===== config.mk =====
export PLATFORM = sky130hd
export DESIGN_NAME = uart_rx_fifo
export DESIGN_NICKNAME = d
export VERILOG_FILES = /design/src/rtl/uart_pkg.sv /design/src/rtl/uart_fifo_mem.sv /design/src/rtl/uart_rx_fifo.sv
export SDC_FILE = /design/constraint.sdc
export NUM_CORES = 1
export LEC_CHECK = 0
export CAP_MARGIN = 20
export CORE_MARGIN = 2
export CORE_UTILIZATION = 43
export DETAILED_ROUTE_END_ITERATION = 6
export DONT_BUFFER_PORTS = 1
export PLACE_DENSITY_LB_ADDON = 0.1
export SYNTH_ARGS = -nofsm -noshare
export SYNTH_HDL_FRONTEND = slang
export SYNTH_SLANG_ARGS = --single-unit

===== constraint.sdc =====
create_clock -name clk -period 2.6 [get_ports clk]
set_input_delay 0.26 -clock clk [delete_from_list [all_inputs] [get_ports clk]]
set_output_delay 0.26 -clock clk [all_outputs]
set_load 0.02 [all_outputs]

===== src/rtl/uart_pkg.sv =====
// Shared UART definitions: CPU operation encodings and default widths.
// Used by the receive FIFO, the UART core and the CPU decode.
package uart_pkg;

    localparam int unsigned UART_DATA_W = 8;
    localparam int unsigned UART_WORD_W = 32;

    localparam logic [1:0] UART_NOP   = 2'b00;
    localparam logic [1:0] UART_READ  = 2'b01;
    localparam logic [1:0] UART_WRITE = 2'b10;
    localparam logic [1:0] UART_CLR   = 2'b11;

endpackage


===== src/rtl/uart_fifo_mem.sv =====
// DEPTH x DATA_W register array: synchronous write, asynchronous read.
// Storage is intentionally not reset; validity is tracked by the owner.
module uart_fifo_mem #(
    parameter int unsigned DEPTH  = 16,
    parameter int unsigned DATA_W = 8,
    localparam int unsigned ADDR_W = $clog2(DEPTH)
) (
    input  logic              clk,
    input  logic              we,
    input  logic [ADDR_W-1:0] waddr,
    input  logic [DATA_W-1:0] wdata,
    input  logic [ADDR_W-1:0] raddr,
    output logic [DATA_W-1:0] rdata_c
);

    logic [DATA_W-1:0] mem [DEPTH];

    always_ff @(posedge clk) begin
        if (we) begin
            mem[waddr] <= wdata;
        end
    end

    assign rdata_c = mem[raddr];

endmodule


===== src/rtl/uart_rx_fifo.sv =====
// Receive byte buffer between the UART receiver and the CPU load path.
// Bytes are pushed on the receiver strobe and popped by CPU read operations.
module uart_rx_fifo
    import uart_pkg::*;
#(
    parameter int unsigned DEPTH  = 16,
    parameter int unsigned DATA_W = UART_DATA_W
) (
    input  logic                     clk,
    input  logic                     rst_n,
    input  logic                     DataReadFromLine,
    input  logic [DATA_W-1:0]        RxByte,
    input  logic [1:0]               UARTOp,
    output logic [31:0]              ReadData,
    output logic                     ReadValid,
    output logic                     Empty,
    output logic                     Full,
    output logic [$clog2(DEPTH):0]   Count,
    output logic                     Overflow
);

    localparam int unsigned PTR_W = $clog2(DEPTH);
    localparam int unsigned CNT_W = PTR_W + 1;

    logic [PTR_W-1:0]  wr_ptr;
    logic [PTR_W-1:0]  rd_ptr;
    logic [DATA_W-1:0] head_c;

    logic              pop_req_c;
    logic              clr_req_c;
    logic              pop_ok_c;
    logic              push_ok_c;
    logic              drop_c;
    logic [CNT_W-1:0]  count_nxt_c;
    logic              ovf_nxt_c;

    uart_fifo_mem #(
        .DEPTH  (DEPTH),
        .DATA_W (DATA_W)
    ) u_mem (
        .clk     (clk),
        .we      (push_ok_c),
        .waddr   (wr_ptr),
        .wdata   (RxByte),
        .raddr   (rd_ptr),
        .rdata_c (head_c)
    );

    // A pop on a full FIFO frees a slot, so a same-cycle push is accepted.
    always_comb begin
        pop_req_c   = 1'b0;
        clr_req_c   = 1'b0;
        pop_ok_c    = 1'b0;
        push_ok_c   = 1'b0;
        drop_c      = 1'b0;
        count_nxt_c = Count;
        ovf_nxt_c   = Overflow;

        pop_req_c = (UARTOp == UART_READ);
        clr_req_c = (UARTOp == UART_CLR);
        pop_ok_c  = pop_req_c && !Empty;
        push_ok_c = DataReadFromLine && (!Full || pop_ok_c);
        drop_c    = DataReadFromLine && !push_ok_c;

        case ({push_ok_c, pop_ok_c})
            2'b10:   count_nxt_c = Count + CNT_W'(1);
            2'b01:   count_nxt_c = Count - CNT_W'(1);
            default: count_nxt_c = Count;
        endcase

        // Set beats clear when a drop coincides with a clear request.
        ovf_nxt_c = drop_c || (Overflow && !clr_req_c);
    end

    always_ff @(posedge clk or negedge rst_n) begin
        if (!rst_n) begin
            wr_ptr    <= '0;
            rd_ptr    <= '0;
            Count     <= '0;
            Empty     <= 1'b1;
            Full      <= 1'b0;
            Overflow  <= 1'b0;
            ReadData  <= 32'h0000_0000;
            ReadValid <= 1'b0;
        end else begin
            if (push_ok_c) begin
                wr_ptr <= wr_ptr + PTR_W'(1);
            end
            if (pop_ok_c) begin
                rd_ptr   <= rd_ptr + PTR_W'(1);
                ReadData <= 32'(head_c);
            end else if (pop_req_c) begin
                ReadData <= 32'h0000_0000;
            end
            ReadValid <= pop_ok_c;
            Count     <= count_nxt_c;
            // Flags track the new count so they line up with Count itself.
            Empty     <= (count_nxt_c == CNT_W'(0));
            Full      <= (count_nxt_c == CNT_W'(DEPTH));
            Overflow  <= ovf_nxt_c;
        end
    end

endmodule


# After elaboration in Yosys (flattened, before gate mapping)
# Memory sizes are Yosys's and may differ from the RTL's.
# Index checks and enable logic that the tools add are counted.
totals:
  regBits: 49
  latch_bits: 0
  mem_bits_rw: 128
  rom_bits: 0
  in_bits: 13
  wordCells: 35
  n_memories: 1
classes:
  n_addsub: 4
  multipliers: 0
  div_mod_pow: 0
  order_cmp: 0
  n_eq_ne: 5
  shifts: 0
  n_mux: 5
  bitwise: 0
  n_reduce_logical: 12
mem_list:
  columns: ["memory", "depth", "word_bits", "rd", "rd_clocked_by_memory_dff", "write_ports", "line_no", "text"]
  rows:
  - ["u_mem.mem", 16, 8, 1, 0, 1, "uart_fifo_mem.sv:16", "logic [DATA_W-1:0] mem [DEPTH];"]
op_table:
  columns: ["op", "count"]
  rows:
  - ["32-bit 2-to-1 mux", 2]
  - ["5-bit one-hot mux with 2 select lines", 1]
  - ["4-bit by 1-bit adder with 4-bit output, second input constant", 2]
  - ["5-bit by 1-bit adder with 5-bit output, second input constant", 1]
  - ["5-bit == test, second input constant", 1]
  - ["5-bit zero test", 1]
  - ["5-bit by 1-bit subtractor with 5-bit output, second input constant", 1]
  - ["2-bit by 1-bit == test with 1-bit output, second input constant", 2]
  - ["2-bit == test, second input constant", 2]
  - ["1-bit logical AND", 4]
  - ["1-bit zero test", 4]
  - ["1-bit logical OR", 2]
  - ["1-bit 2-to-1 mux", 2]
  - ["2-bit nonzero test", 1]

# Depth between registers and ports, before layout
# Gate-level depths: netlist of run 1.
logic_depth:
  word_depth: 7
  ltp_mapped: 15
  depth_no_buf: 12

# Cells and area by module
# From an unflattened synthesis of run 1, not the netlist that was laid out.
unflattened:
  cells_unflattened: 346
  area_unflattened_um2: 6378.6
modules_own_cells:
  columns: ["module", "n_inst", "cells_each", "area_each_um2"]
  rows:
  - ["uart_fifo_mem", 1, 221, 4987.3]
  - ["uart_rx_fifo", 1, 125, 1391.3]

# Worst setup path before layout of run 1
# No wires, ideal clock.
synth_timing:
  path_type: "register -> register"
  from: "reg Empty"
  to: "reg Full"
  setup_time_ps: 88
  arrival_ps: 2713
  path_slack_ps: -201
  path_stages_with_launch: 12
  n_path_buf: 2
  path_cell_list: "dfstp_2 -> clkbuf_1 -> nor2_1 -> ha_1 -> buf_2 -> xor2_1 -> ha_1 -> a21oi_1 -> mux2i_1 -> xnor2_1 -> or2_2 -> nor3b_1"
synth_via:
  elab_chain_cells: 7
synth_rtl:
  columns: ["element", "line_no", "text"]
  rows:
  - ["from (decl)", "uart_rx_fifo.sv:16", "output logic Empty,"]
  - ["from (signal assigned)", "uart_rx_fifo.sv:98", "Empty <= (count_nxt_c == CNT_W'(0));"]
  - ["1-bit zero test *", "uart_rx_fifo.sv:61", "pop_ok_c = pop_req_c && !Empty;"]
  - ["1-bit logical AND *", "uart_rx_fifo.sv:61", null]
  - ["named net pop_ok_c", "uart_rx_fifo.sv:31", "logic pop_ok_c;"]
  - ["1-bit logical OR", "uart_rx_fifo.sv:62", "push_ok_c = DataReadFromLine && (!Full || pop_ok_c);"]
  - ["1-bit logical AND", "uart_rx_fifo.sv:62", null]
  - ["2-bit by 1-bit == test with 1-bit output or 2-bit == test (tied branches)", "uart_rx_fifo.sv:65", "case ({push_ok_c, pop_ok_c})"]
  - ["5-bit one-hot mux with 2 select lines *", "uart_rx_fifo.sv:65", null]
  - ["named net count_nxt_c[2]", "uart_rx_fifo.sv:34", "logic [CNT_W-1:0] count_nxt_c;"]
  - ["5-bit == test *", "uart_rx_fifo.sv:99", "Full <= (count_nxt_c == CNT_W'(DEPTH));"]
  - ["to (signal assigned)", "uart_rx_fifo.sv:99", null]
  - ["to (decl)", "uart_rx_fifo.sv:17", "output logic Full,"]
# Mark *: on every way through the listed nets, which the timed path passes. The rest lies on a longest branch.
# A chain may end at the register's enable or synchronous reset.

# Final worst setup path of run 1
layout_timing:
  from: "reg Empty"
  to: "reg Full"
layout_via:
  elab_chain_cells: 7
layout_rtl:
  columns: ["element", "line_no"]
  rows:
  - ["1-bit zero test *", "uart_rx_fifo.sv:61"]
  - ["1-bit logical AND *", "uart_rx_fifo.sv:61"]
  - ["1-bit logical OR", "uart_rx_fifo.sv:62"]
  - ["1-bit logical AND", "uart_rx_fifo.sv:62"]
  - ["2-bit by 1-bit == test with 1-bit output or 2-bit == test (tied branches)", "uart_rx_fifo.sv:65"]
  - ["5-bit one-hot mux with 2 select lines *", "uart_rx_fifo.sv:65"]
  - ["named net count_nxt_c[4]", "uart_rx_fifo.sv:34"]
  - ["5-bit == test *", "uart_rx_fifo.sv:99"]
# Marked as above.

==> reports/metrics.cfg, run 1 <==
[sta]
fin_tns_setup_ns = 0
min_period_ns = 2.42
rsz0062_at_grt = false
tightestPinTransition_ns = 0.621
hold_slack_ns = 0.0480
slew_violations = 0
fmax_mhz = 413
hold_violations = 0
finClkSkew_ns = 0.00585
setup_viol = 0
relSlewSlack_pct = 58.4
period_share_pct = 93.1

[setup_path]
cp_cell_sequence = o21ai_1, and2_1, inv_4, ha_2, buf_4, or3b_2, a21oi_1, nor4_2, xor2_1, nor3b_2
ff2ff_path_depth = 10
critical_path_arrival_ns = 2.76
critPathBufInv = 2
cpMaxStageDelayCell = dfstp_2
crit_family = simple AND/OR/NAND/NOR gates
crit_path_max_incr_delay_ns = 0.53
crit_path_max_fanout = 10
reg2reg_slack_ns = 0.18
criticalPathCategory = flop to flop
path_depth = 10
required_ns = 2.94
crit_path_end_kind = flop
r2r_end = Full$_DFF_PN0_
start_kind = flop
cp-startpoint = Empty$_DFF_PN1_
rr_startpoint = Empty$_DFF_PN1_
endpoint = Full$_DFF_PN0_

[placed_design]
dpl.hpwl_um = 7950
gp_congestion = 0.728
portBuffers = 0

[clock_network]
clkSinkCount = 153
htree_levels = 4
clockBufferDepth = 2
cts_tree = done
clkTransAtPathRegs_ns = 0.06
cts_root_buf = clkbuf_16
clk_latency_ns = 0.42
cts_buffers = 17

[drt]
drc = 0
first_pass_iters = 4
drt-total-wl_um = 12700
vias = 3136
drt-initial-drc-count = 237
ant_nets = 0
post_drt_wl_per_cell_um = 22.0
viasPerCell = 5.41

[pwr]
p_seq_share_pct = 41.7
power.switching_mw = 2.49
power_frac_clock_pct = 32.7
power.density_mw_per_mm2 = 1120
p_int_mw = 5.88
p_leak_nw = 2.64
combPwrFrac_pct = 25.6
p_sw_share_pct = 29.7
vdd_drop_max_uv = 483

[layout]
num_antenna_cells = 0
area_growth_syn_to_layout_pct = 15.5
layout-drive-gt1-share_pct = 22.0
nets = 404

[floorplanning]
coreArea_mm2 = 0.0146
num_rows = 44
dieHeight_um = 127
ios = 54
die_area_mm2 = 0.0161
fp.dieW_um = 127
start_util_pct = 44.2

[synthesis]
synthCells = 355
synth_cell_types = 42
synth-async-reset-ratio_pct = 16.3
ys_seq_area_share_pct = 69.0
yosys_warnings = 0
yosys_most_used_dff = edfxtp_1
synth_area_mm2 = 0.00647
syn_avg_cell_area_um2 = 18.2
ys_ff_latch = 153
synth_edf_count = 128

[grt]
grt_antenna_before_repair = 0
grt_pass1_wl_um = 19500
track_usage_pct = 16.9
grt_start_max_net_pins = 36
grt_pass1_vias = 3294
grt_overflow = 0

[status]
status = completed

[flow_run]
maxCapViolCount = 0

[hold_path]
holdPathStages = 2
hold_path.class = input pin to flop

[state kept, by name, indices dropped and copies added (netlist names)]
name / flops
Overflow: 1
rd_ptr: 4
u_mem.mem: 128
ReadValid: 1
Full: 1
Count: 5
wr_ptr: 4
Empty: 1
ReadData: 8
[through the flow]
| stage | setup slack (ns) | instances | util [%] | total power [mW] | cell area, um^2 |
|---|---|---|---|---|---|
| CTS | 0.0780 | 580 | 51.0 | 8.46 | 7460 |
| detailed placement | 0.106 | 538 | 45.7 | 5.67 | 6700 |
| floorplan | 0.00696 | 378 | - | 5.09 | 6580 |
| finish | 0.180 | 580 | 51.1 | 8.37 | 7480 |
| global route | 0.0128 | 580 | 51.1 | 8.78 | 7480 |
| global placement | 0.145 | 538 | 45.7 | 5.64 | 6700 |
[cell type report]
type / count / area, um^2
Sequential cell: 153 / 4470
Tap cell: 184 / 230
Inverter: 8 / 32.5
Multi-Input combinational cell: 171 / 1790
Clock buffer: 19 / 433
Fill cell: 1206 / 7160
Clock inverter: 13 / 224
Timing Repair Buffer: 32 / 300
[power groups by stage]
stage / logic (mW) / registers [mW] / clock network, mW
2_1_floorplan: 1.72 / 3.36 / 0
3_3_place_gp: 2.11 / 3.53 / 0
3_5_place_dp: 2.12 / 3.55 / 0
4_1_cts: 2.19 / 3.49 / 2.78
5_1_grt: 2.34 / 3.55 / 2.89
6_report: 2.14 / 3.49 / 2.74
[logic make-up after synthesis]
| group | Yosys count | synth area share, % |
|---|---|---|
| multiplexers | 52 | 15.4 |
| flip-flops | 153 | 69.0 |
| other | 1 | 0.0579 |
| buffers and inverters | 54 | 5.18 |
| AND/OR/NAND/NOR | 56 | 4.89 |
| XOR/XNOR | 11 | 1.49 |
| AO/OA/AOI/OAI | 20 | 2.40 |
| adder cells (fa/ha/maj) | 8 | 1.55 |
[cell usage in the layout, fill, tap and decap left out, types with 3 or more instances in the layout]
cell type / netlist / routed
nor4_1: 13 / 10
a21oi_1: 5 / 4
nor2_1: 8 / 8
xor2_1: 4 / 4
mux4_2: 15 / 15
bufinv_16: 0 / 6
conb_1: 1 / 24
mux2i_1: 10 / 10
xnor2_1: 7 / 7
nand2_1: 6 / 6
nand3b_1: 3 / 3
dlygate4sd3_1: 0 / 9
clkbuf_16: 0 / 17
a221o_1: 8 / 8
and2_1: 6 / 6
dfrtp_1: 24 / 23
buf_12: 1 / 3
mux4_1: 17 / 17
inv_1: 7 / 7
nor3_1: 7 / 7
nor4_2: 0 / 3
clkinv_1: 0 / 3
edfxtp_1: 128 / 128
mux2_2: 10 / 10
buf_4: 24 / 20
ha_1: 8 / 6
[worst min path at each step]
stage                                start            endpoint  slack (ns)
after floorplan                      rst_n  Count[0]$_DFF_PN0_       -0.04
after global placement               rst_n  Count[0]$_DFF_PN0_       -0.03
after detailed placement             rst_n  Count[0]$_DFF_PN0_       -0.03
after CTS                 DataReadFromLine  Overflow$_DFF_PN0_        0.04
after global routing      DataReadFromLine  Overflow$_DFF_PN0_        0.07
final                     DataReadFromLine  Overflow$_DFF_PN0_        0.05
[what timing repair did]
| item | in CTS | in global routing |
|---|---|---|
| buffers inserted | 0 | 0 |
| resized for setup | 0 | 4 |
| hold buffers | 10 | 0 |
| hold endpoints to repair | 153 | 0 |
| endpoints found under the setup margin | 0 | 2 |
[synthesized netlist by cell type (2+ instances only)]
master	count	area, um^2
edfxtp_1	128	3840
a21oi_1	5	25.0
mux4_2	15	338
xnor2_1	7	61.3
mux4_1	17	447
nor2_1	8	30.0
nor3_1	7	35.0
mux2i_1	10	100
mux2_2	10	113
nand3_1	2	10.0
nand2_1	6	22.5
a221o_1	8	80.1
buf_1	4	15.0
xor2_1	4	35.0
ha_1	8	100
buf_2	6	30.0
dfrtp_1	24	601
nor3b_1	3	22.5
clkbuf_1	9	33.8
nand2b_1	2	12.5
buf_4	24	180
nand4_1	2	12.5
nand3b_1	3	22.5
inv_1	7	26.3
nor4_1	13	81.3
and2_1	6	37.5
o21ai_0	2	10.0
[per-layer routing]
metal  share of wire, %  up-vias  wire [um]  GRT usage, %
met2                 50       82       6320          27.8
met3                5.2       10        659          4.05
li1                   -     1425          -             -
met4                1.3        0        160          5.82
met1                 44     1619       5610          22.3
met5                  0        -          0             0
(Power assumes the default switching activity.)
==> inputs of run 2 (changes only) <==
Settings changed: CTS_CLUSTER_DIAMETER set to 120, SYNTH_HIERARCHICAL set to 1.
==> run 2 against run 1 <==
Effect of this change:
- sequential share of layout area up 0.81 points
- hold slack gained 0.0044 ns
- synthesized cell count fell by 2.5%
- routed wire length down 4.5%
- highest routed layer unchanged
- combinational power hardly changed
- global-route usage down 0.46 points
==> reports/metrics.cfg, run 2 <==
[synthesis]
yosys_most_used_dff = edfxtp_1
synth_cell_types = 47  ; +12%
yosysTopAreaCellShare_pct = 60.3  ; +0.90 points
ys_seq_area_share_pct = 70.1  ; +1.0 points
ys_ff_latch = 153  ; unchanged
synthCells = 346  ; -2.5%
synth_top_area_cell = edfxtp_1
synth_area_mm2 = 0.00638  ; -1.5%
synth_commonest_cells = edfxtp_1 (128), buf_4 (27), dfrtp_1 (24)
syn_avg_cell_area_um2 = 18.4  ; +1.1%
synth.most_common_cell = edfxtp_1
synth_area_leaders = edfxtp_1 (60%), dfrtp_1 (9.4%), mux4_2 (6.4%), mux4_1 (5.8%), buf_4 (3.2%)
synth-async-reset-ratio_pct = 16.3  ; unchanged
yosys_warnings = 6  ; +6
synth_edf_count = 128  ; unchanged

[clock_network]
cts_tree = done
clkSinkCount = 153  ; unchanged
clockBufferDepth = 2  ; unchanged
clk_latency_ns = 0.41  ; about the same
clkTransAtPathRegs_ns = 0.06  ; about the same
htree_levels = 4  ; unchanged
cts_buffers = 17  ; unchanged
cts_root_buf = clkbuf_16
cts_setup_buffers = 0  ; unchanged

[floorplanning]
start_util_pct = 43.9  ; -0.33 points
dieHeight_um = 126  ; -0.72%
die_area_mm2 = 0.0158  ; -1.4%
coreArea_mm2 = 0.0145  ; -0.75%
num_rows = 44  ; unchanged
fp.dieW_um = 126  ; -0.72%
ios = 54  ; unchanged

[pwr]
power.switching_mw = 2.48  ; -0.29%
power_frac_clock_pct = 32.2  ; -0.5 points
power_mw = 8.33  ; -0.49%
p_int_mw = 5.85  ; -0.57%
power.density_mw_per_mm2 = 1130  ; +0.86%
vdd_drop_max_uv = 802  ; +66%
combPwrFrac_pct = 25.8  ; +0.2 points
p_seq_share_pct = 42.0  ; +0.3 points
p_leak_nw = 2.62  ; -0.85%
p_sw_share_pct = 29.8  ; +0.060 points

[grt]
grt_pass1_wl_um = 19000  ; -2.6%
track_usage_pct = 16.4  ; -0.46 points
grt_pass1_vias = 3220  ; -2.2%
grt_overflow = 0  ; unchanged
grt_antenna_before_repair = 0  ; unchanged
grt_start_max_net_pins = 36  ; unchanged

[flow_run]
maxCapViolCount = 0  ; unchanged

[placed_design]
portBuffers = 0  ; unchanged
dpl.hpwl_um = 7600  ; -4.5%
gp_congestion = 0.719  ; -1.2%
pre_cts_slack_ns = 0.155  ; +0.0496 ns

[drt]
drt-initial-drc-count = 236  ; -0.42%
ant_nets = 0  ; unchanged
post_drt_wl_per_cell_um = 21.0  ; -4.5%
drt-total-wl_um = 12200  ; -4.5%
vias = 3109  ; -0.86%
first_pass_iters = 4  ; unchanged
viasPerCell = 5.36  ; -0.86%
drc = 0  ; unchanged

[sta]
finClkSkew_ns = 0.00909  ; +0.00323 ns
slew_violations = 0  ; unchanged
setup_viol = 0  ; unchanged
hold_violations = 0  ; unchanged
min_period_ns = 2.41  ; -0.00888 ns
layout_setup_ws_ns = 0.189  ; +0.00888 ns
relSlewSlack_pct = 55.0  ; -3.5 points
tightestPinTransition_ns = 0.674  ; +0.0531 ns
period_share_pct = 92.7  ; -0.34 points
hold_slack_ns = 0.0524  ; +0.00440 ns
fmax_mhz = 415  ; +0.37%

[layout]
final_common_cell = edfxtp_1
largest_reg_flops = 128  ; unchanged
layout_common_cells = edfxtp_1 (128), conb_1 (24), dfrtp_1 (23)
num_antenna_cells = 0  ; unchanged
seqCellArea_mm2 = 0.00447  ; unchanged
area_growth_syn_to_layout_pct = 15.7
layout-drive-gt1-share_pct = 22.2  ; +0.25 points
regMostFlops = u_mem/mem
multi_input_area_mm2 = 0.00168  ; -6.2%
reg_top3 = u_mem/mem: 128 flops, ReadData: 8 flops, Count: 5 flops
nets = 401  ; -0.74%
nFillCells = 1190  ; -1.3%
utilization_pct = 50.8  ; -0.30 points

[status]
status = completed

[setup_path]
critical_path_arrival_ns = 2.73  ; -0.03 ns
rr_startpoint = Empty$_DFF_PN1_
reg2reg_slack_ns = 0.19  ; about the same
crit_path_max_fanout = 4  ; -6
crit_path_end_kind = flop
cp-startpoint = Empty$_DFF_PN1_
endpoint = Empty$_DFF_PN1_
r2r_end = Empty$_DFF_PN1_
required_ns = 2.92  ; -0.02 ns
criticalPathCategory = flop to flop
ff2ff_path_depth = 10  ; unchanged
start_kind = flop

[hold_path]
hold_path.class = input pin to flop

-- run 2: changes by cell type after synthesis, sizes merged, moves of 5 or more --
| cell | previous run | this run |
|---|---|---|
| a22oi | 1 | 17 |
| nand2 | 6 | 16 |
| mux2i | 10 | 1 |
| nor2 | 8 | 17 |
| clkbuf | 9 | 0 |
| mux2 | 10 | 2 |
| nor4 | 13 | 0 |
| inv | 8 | 3 |
| a221o | 8 | 0 |
| and2 | 6 | 1 |
| a22o | 0 | 8 |
-- run 2: repair_timing --
action / in CTS / in global routing
endpoints found under the hold margin: 153 / 0
hold buffers: 10 / 0
gates resized for setup: 0 / 1
endpoints found under the setup margin: 0 / 2
-- run 2: critical path: stages (launching register included) --
cell and delay [ns]:
dfstp_2 0.61, nor2_2 0.09, o21ai_2 0.14, ha_1 0.21
xor2_1 0.16, ha_2 0.23, o21ai_1 0.08, a221oi_2 0.28
o211ai_2 0.14, xnor2_2 0.16, nor3_1 0.22
-- run 2: power by group through the flow --
| stage | clock, mW | combinational, mW | sequential (mW) |
|---|---|---|---|
| floorplan | 0 | 1.65 | 3.44 |
| global placement | 0 | 2.12 | 3.55 |
| detailed placement | 0 | 2.12 | 3.55 |
| CTS | 2.74 | 2.18 | 3.51 |
| global route | 2.84 | 2.36 | 3.55 |
| finish | 2.68 | 2.15 | 3.50 |
-- run 2: layer usage --
| metal | share of wire (%) | GRT usage [%] |
|---|---|---|
| met5 | 0 | 0 |
| met4 | 0.89 | 4.85 |
| met3 | 5.4 | 4.59 |
| met1 | 47 | 23.7 |
| met2 | 46 | 24.7 |
-- run 2: worst min path at each step --
stage,start,endpoint,slack [ns],cells past startpoint
after floorplan,rst_n,Count[0]$_DFF_PN0_,-0.04,0
after global routing,DataReadFromLine,Overflow$_DFF_PN0_,0.05,2
after detailed placement,rst_n,Count[0]$_DFF_PN0_,-0.04,0
after global placement,rst_n,Count[0]$_DFF_PN0_,-0.04,0
after CTS,DataReadFromLine,Overflow$_DFF_PN0_,0.03,2
final,DataReadFromLine,Overflow$_DFF_PN0_,0.05,2
-- run 2: final cells by class --
class                      count  share of cell area (%)
clock buffer                  21                    6.24
sequential                   153                    60.6
clock inverter                11                    2.61
multi-input combinational    173                    22.7
timing repair buffer          35                    4.54
inverter                       3                   0.153
tap                          184                    3.12
-- run 2: stage by stage --
step / setup TNS, ns / area (um^2) / instances
final: 0 / 7380 / 580
after global routing: -0.00426 / 7380 / 580
after CTS: 0 / 7380 / 580
after detailed placement: 0 / 6610 / 538
after global placement: 0 / 6610 / 538
after floorplan: 0 / 6460 / 369
-- run 2: logic make-up after synthesis --
group	synth area share, %
buf+inv	5.00
fa+ha+maj	0.981
compound gates	4.61
flops	70.1
mux	12.6
xor+xnor	1.63
simple gates	5.00
other cells	0.0588
==> inputs of run 3 (changes only) <==
--- a/config.mk
+++ b/config.mk
@@ -8,2 +8,4 @@
 export CAP_MARGIN = 20
+export CELL_PAD_IN_SITES_DETAIL_PLACEMENT = 1
+export CELL_PAD_IN_SITES_GLOBAL_PLACEMENT = 1
 export CORE_MARGIN = 2
==> constraint.sdc (replaced) <==
create_clock -name clk -period 2.6 [get_ports clk]
set_input_delay 0.13 -clock clk [delete_from_list [all_inputs] [get_ports clk]]
set_output_delay 0.13 -clock clk [all_outputs]
set_load 0.02 [all_outputs]
==> run 3 against run 2 <==
Effect of this change:
- clock skew fell by 0.0014 ns
- design area did not move
- hold slack improved by 0.089 ns
- via count barely moved
- setup slack got worse by 0.044 ns
- register-to-register slack got worse by 0.04 ns
==> reports/metrics.cfg, run 3 (same netlist as run 2, synthesis figures left out) <==
[status]
status = completed

[drt]
ant_nets = 0  ; unchanged
drt-initial-drc-count = 156  ; -34%
first_pass_iters = 6  ; +2
viasPerCell = 5.30  ; -1.1%
vias = 3106  ; -0.096%
post_drt_wl_per_cell_um = 22.2  ; +6.0%
drc = 0  ; unchanged
drt-total-wl_um = 13000  ; +7.1%

[layout]
final_common_cell = edfxtp_1
regMostFlops = u_mem/mem
largest_reg_flops = 128  ; unchanged
seqCellArea_mm2 = 0.00447  ; unchanged
nets = 407  ; +1.5%
area_growth_syn_to_layout_pct = 15.7  ; unchanged
num_antenna_cells = 0  ; unchanged
layout-drive-gt1-share_pct = 21.9  ; -0.33 points
layout_common_cells = edfxtp_1 (128), buf_4 (25), conb_1 (24)
nFillCells = 1343  ; +13%
final_cell_area_mm2 = 0.00738  ; unchanged
reg_top3 = u_mem/mem: 128 flops, ReadData: 8 flops, Count: 5 flops
multi_input_area_mm2 = 0.00169  ; +0.97%

[sta]
fmax_mhz = 407  ; -1.8%
hold_slack_ns = 0.142  ; +0.0895 ns
hold_violations = 0  ; unchanged
slew_violations = 0  ; unchanged
finClkSkew_ns = 0.00768  ; -0.00141 ns
min_period_ns = 2.45  ; +0.0435 ns
setup_viol = 0  ; unchanged
relSlewSlack_pct = 43.3  ; -12 points
rsz0062_at_grt = true
period_share_pct = 94.4  ; +1.7 points
tightestPinTransition_ns = 0.847  ; +0.173 ns
fin_tns_setup_ns = 0  ; unchanged

[clock_network]
clockBufferDepth = 2  ; unchanged
clkTransAtPathRegs_ns = 0.06  ; about the same
clk_latency_ns = 0.42  ; about the same
htree_levels = 4  ; unchanged
clkSinkCount = 153  ; unchanged
cts_tree = done
cts_buffers = 17  ; unchanged
cts_root_buf = clkbuf_16

[placed_design]
placedInstanceArea_mm2 = 0.00660  ; -0.19%
portBuffers = 0  ; unchanged
dpl.hpwl_um = 8040  ; +5.9%
gp_congestion = 0.718  ; -0.15%

[floorplanning]
fp.dieW_um = 126  ; unchanged
start_util_pct = 43.9  ; unchanged
ios = 54  ; unchanged
die_area_mm2 = 0.0158  ; unchanged
coreArea_mm2 = 0.0145  ; unchanged
dieHeight_um = 126  ; unchanged
num_rows = 44  ; unchanged

[setup_path]
start_kind = flop
crit_path_end_kind = flop
cpMaxStageDelayCell = dfstp_2
criticalPathCategory = flop to flop
crit_family = compound AO/OA/AOI/OAI gates
critical_path_arrival_ns = 2.80  ; +0.07 ns
crit_path_max_incr_delay_ns = 0.62  ; about the same
required_ns = 2.94  ; +0.02 ns
cp_cell_sequence = nor2_4, o21ai_2, ha_2, xor2_1, ha_2, o21ai_2, a221oi_2, o211ai_2, xnor2_2, nor3b_2
crit_path_max_fanout = 4  ; unchanged
critPathBufInv = 0  ; unchanged

[flow_run]
maxCapViolCount = 0  ; unchanged

[grt]
track_usage_pct = 17.8  ; +1.4 points
grt_pass1_wl_um = 20300  ; +7.1%
grt_overflow = 0  ; unchanged
grt_start_max_net_pins = 36  ; unchanged
grt_antenna_before_repair = 0  ; unchanged
grt_pass1_vias = 3296  ; +2.4%

[pwr]
vdd_drop_max_uv = 547  ; -32%
power.density_mw_per_mm2 = 1110  ; -2.1%
p_leak_nw = 2.61  ; -0.35%

[hold_path]
hold_path.class = input pin to asynchronous set/reset pin

-- run 3: cell count changes in the layout (fill, tap and decap cells not counted), moves of 2 or more --
cell,before,now
clkbuf_1,2,6
dlygate4sd3_1,9,13
buf_4,22,25
bufinv_16,5,3
clkinv_2,2,0
-- run 3: power by group --
group / leakage, nW / total, mW / internal [mW] / switching [mW]
clock: 0.283 / 2.48 / 1.56 / 0.922
sequential: 1.46 / 3.51 / 3.06 / 0.450
combinational: 0.865 / 2.16 / 1.02 / 1.13
-- run 3: worst paths after layout --
path	startpoint	endpoint	slack, ns	cells past startpoint
min in group clk	UARTOp[1]	ReadData[0]$_DFFE_PN0P_	0.27	3
max in group asynchronous	rst_n	Empty$_DFF_PN1_	2.22	2
worst max register to register	Empty$_DFF_PN1_	Full$_DFF_PN0_	0.15	10
worst max-delay path	Empty$_DFF_PN1_	Full$_DFF_PN0_	0.15	10
worst min register to register	rd_ptr[3]$_DFFE_PN0P_	rd_ptr[3]$_DFFE_PN0P_	0.53	1
worst min-delay path	rst_n	Count[3]$_DFF_PN0_	0.14	2
-- run 3: worst register-to-register path, delay by kind of cell, from the launching register on --
kind            cells  cell delay, ns
compound gates      4            0.66
simple gates        2            0.25
xor+xnor            2            0.39
flops               1            0.62
fa+ha+maj           2            0.46
-- run 3: final cells by class --
cell class,instances,share of cell area (%)
Tap cell,184,3.12
Clock buffer,25,6.44
Clock inverter,7,1.61
Multi-Input combinational cell,173,23.0
Timing Repair Buffer,41,5.12
Inverter,3,0.153
Sequential cell,153,60.6
-- run 3: what timing repair did --
| item | CTS | global route |
|---|---|---|
| hold buffers | 14 | 0 |
| setup endpoints to repair | 0 | 2 |
| resized for setup | 0 | 5 |
| buffers inserted | 0 | 2 |
| endpoints found under the hold margin | 156 | 0 |
-- run 3: metrics by stage --
step / utilization, % / total power [mW] / setup slack (ns) / instances
after floorplan: - / 5.09 / 0.123 / 369
after global placement: 45.4 / 5.62 / 0.238 / 538
after detailed placement: 45.4 / 5.67 / 0.153 / 538
after CTS: 50.5 / 8.24 / 0.115 / 584
after global routing: 50.8 / 8.58 / -0.0582 / 586
final: 50.8 / 8.15 / 0.145 / 586
-- run 3: routing by layer --
metal	GRT usage [%]	vias up	routed length (um)
li1	-	1422	-
met2	28.7	68	6480
met4	7.18	0	172
met1	23.2	1606	5750
met5	0	-	0
met3	4.76	10	624
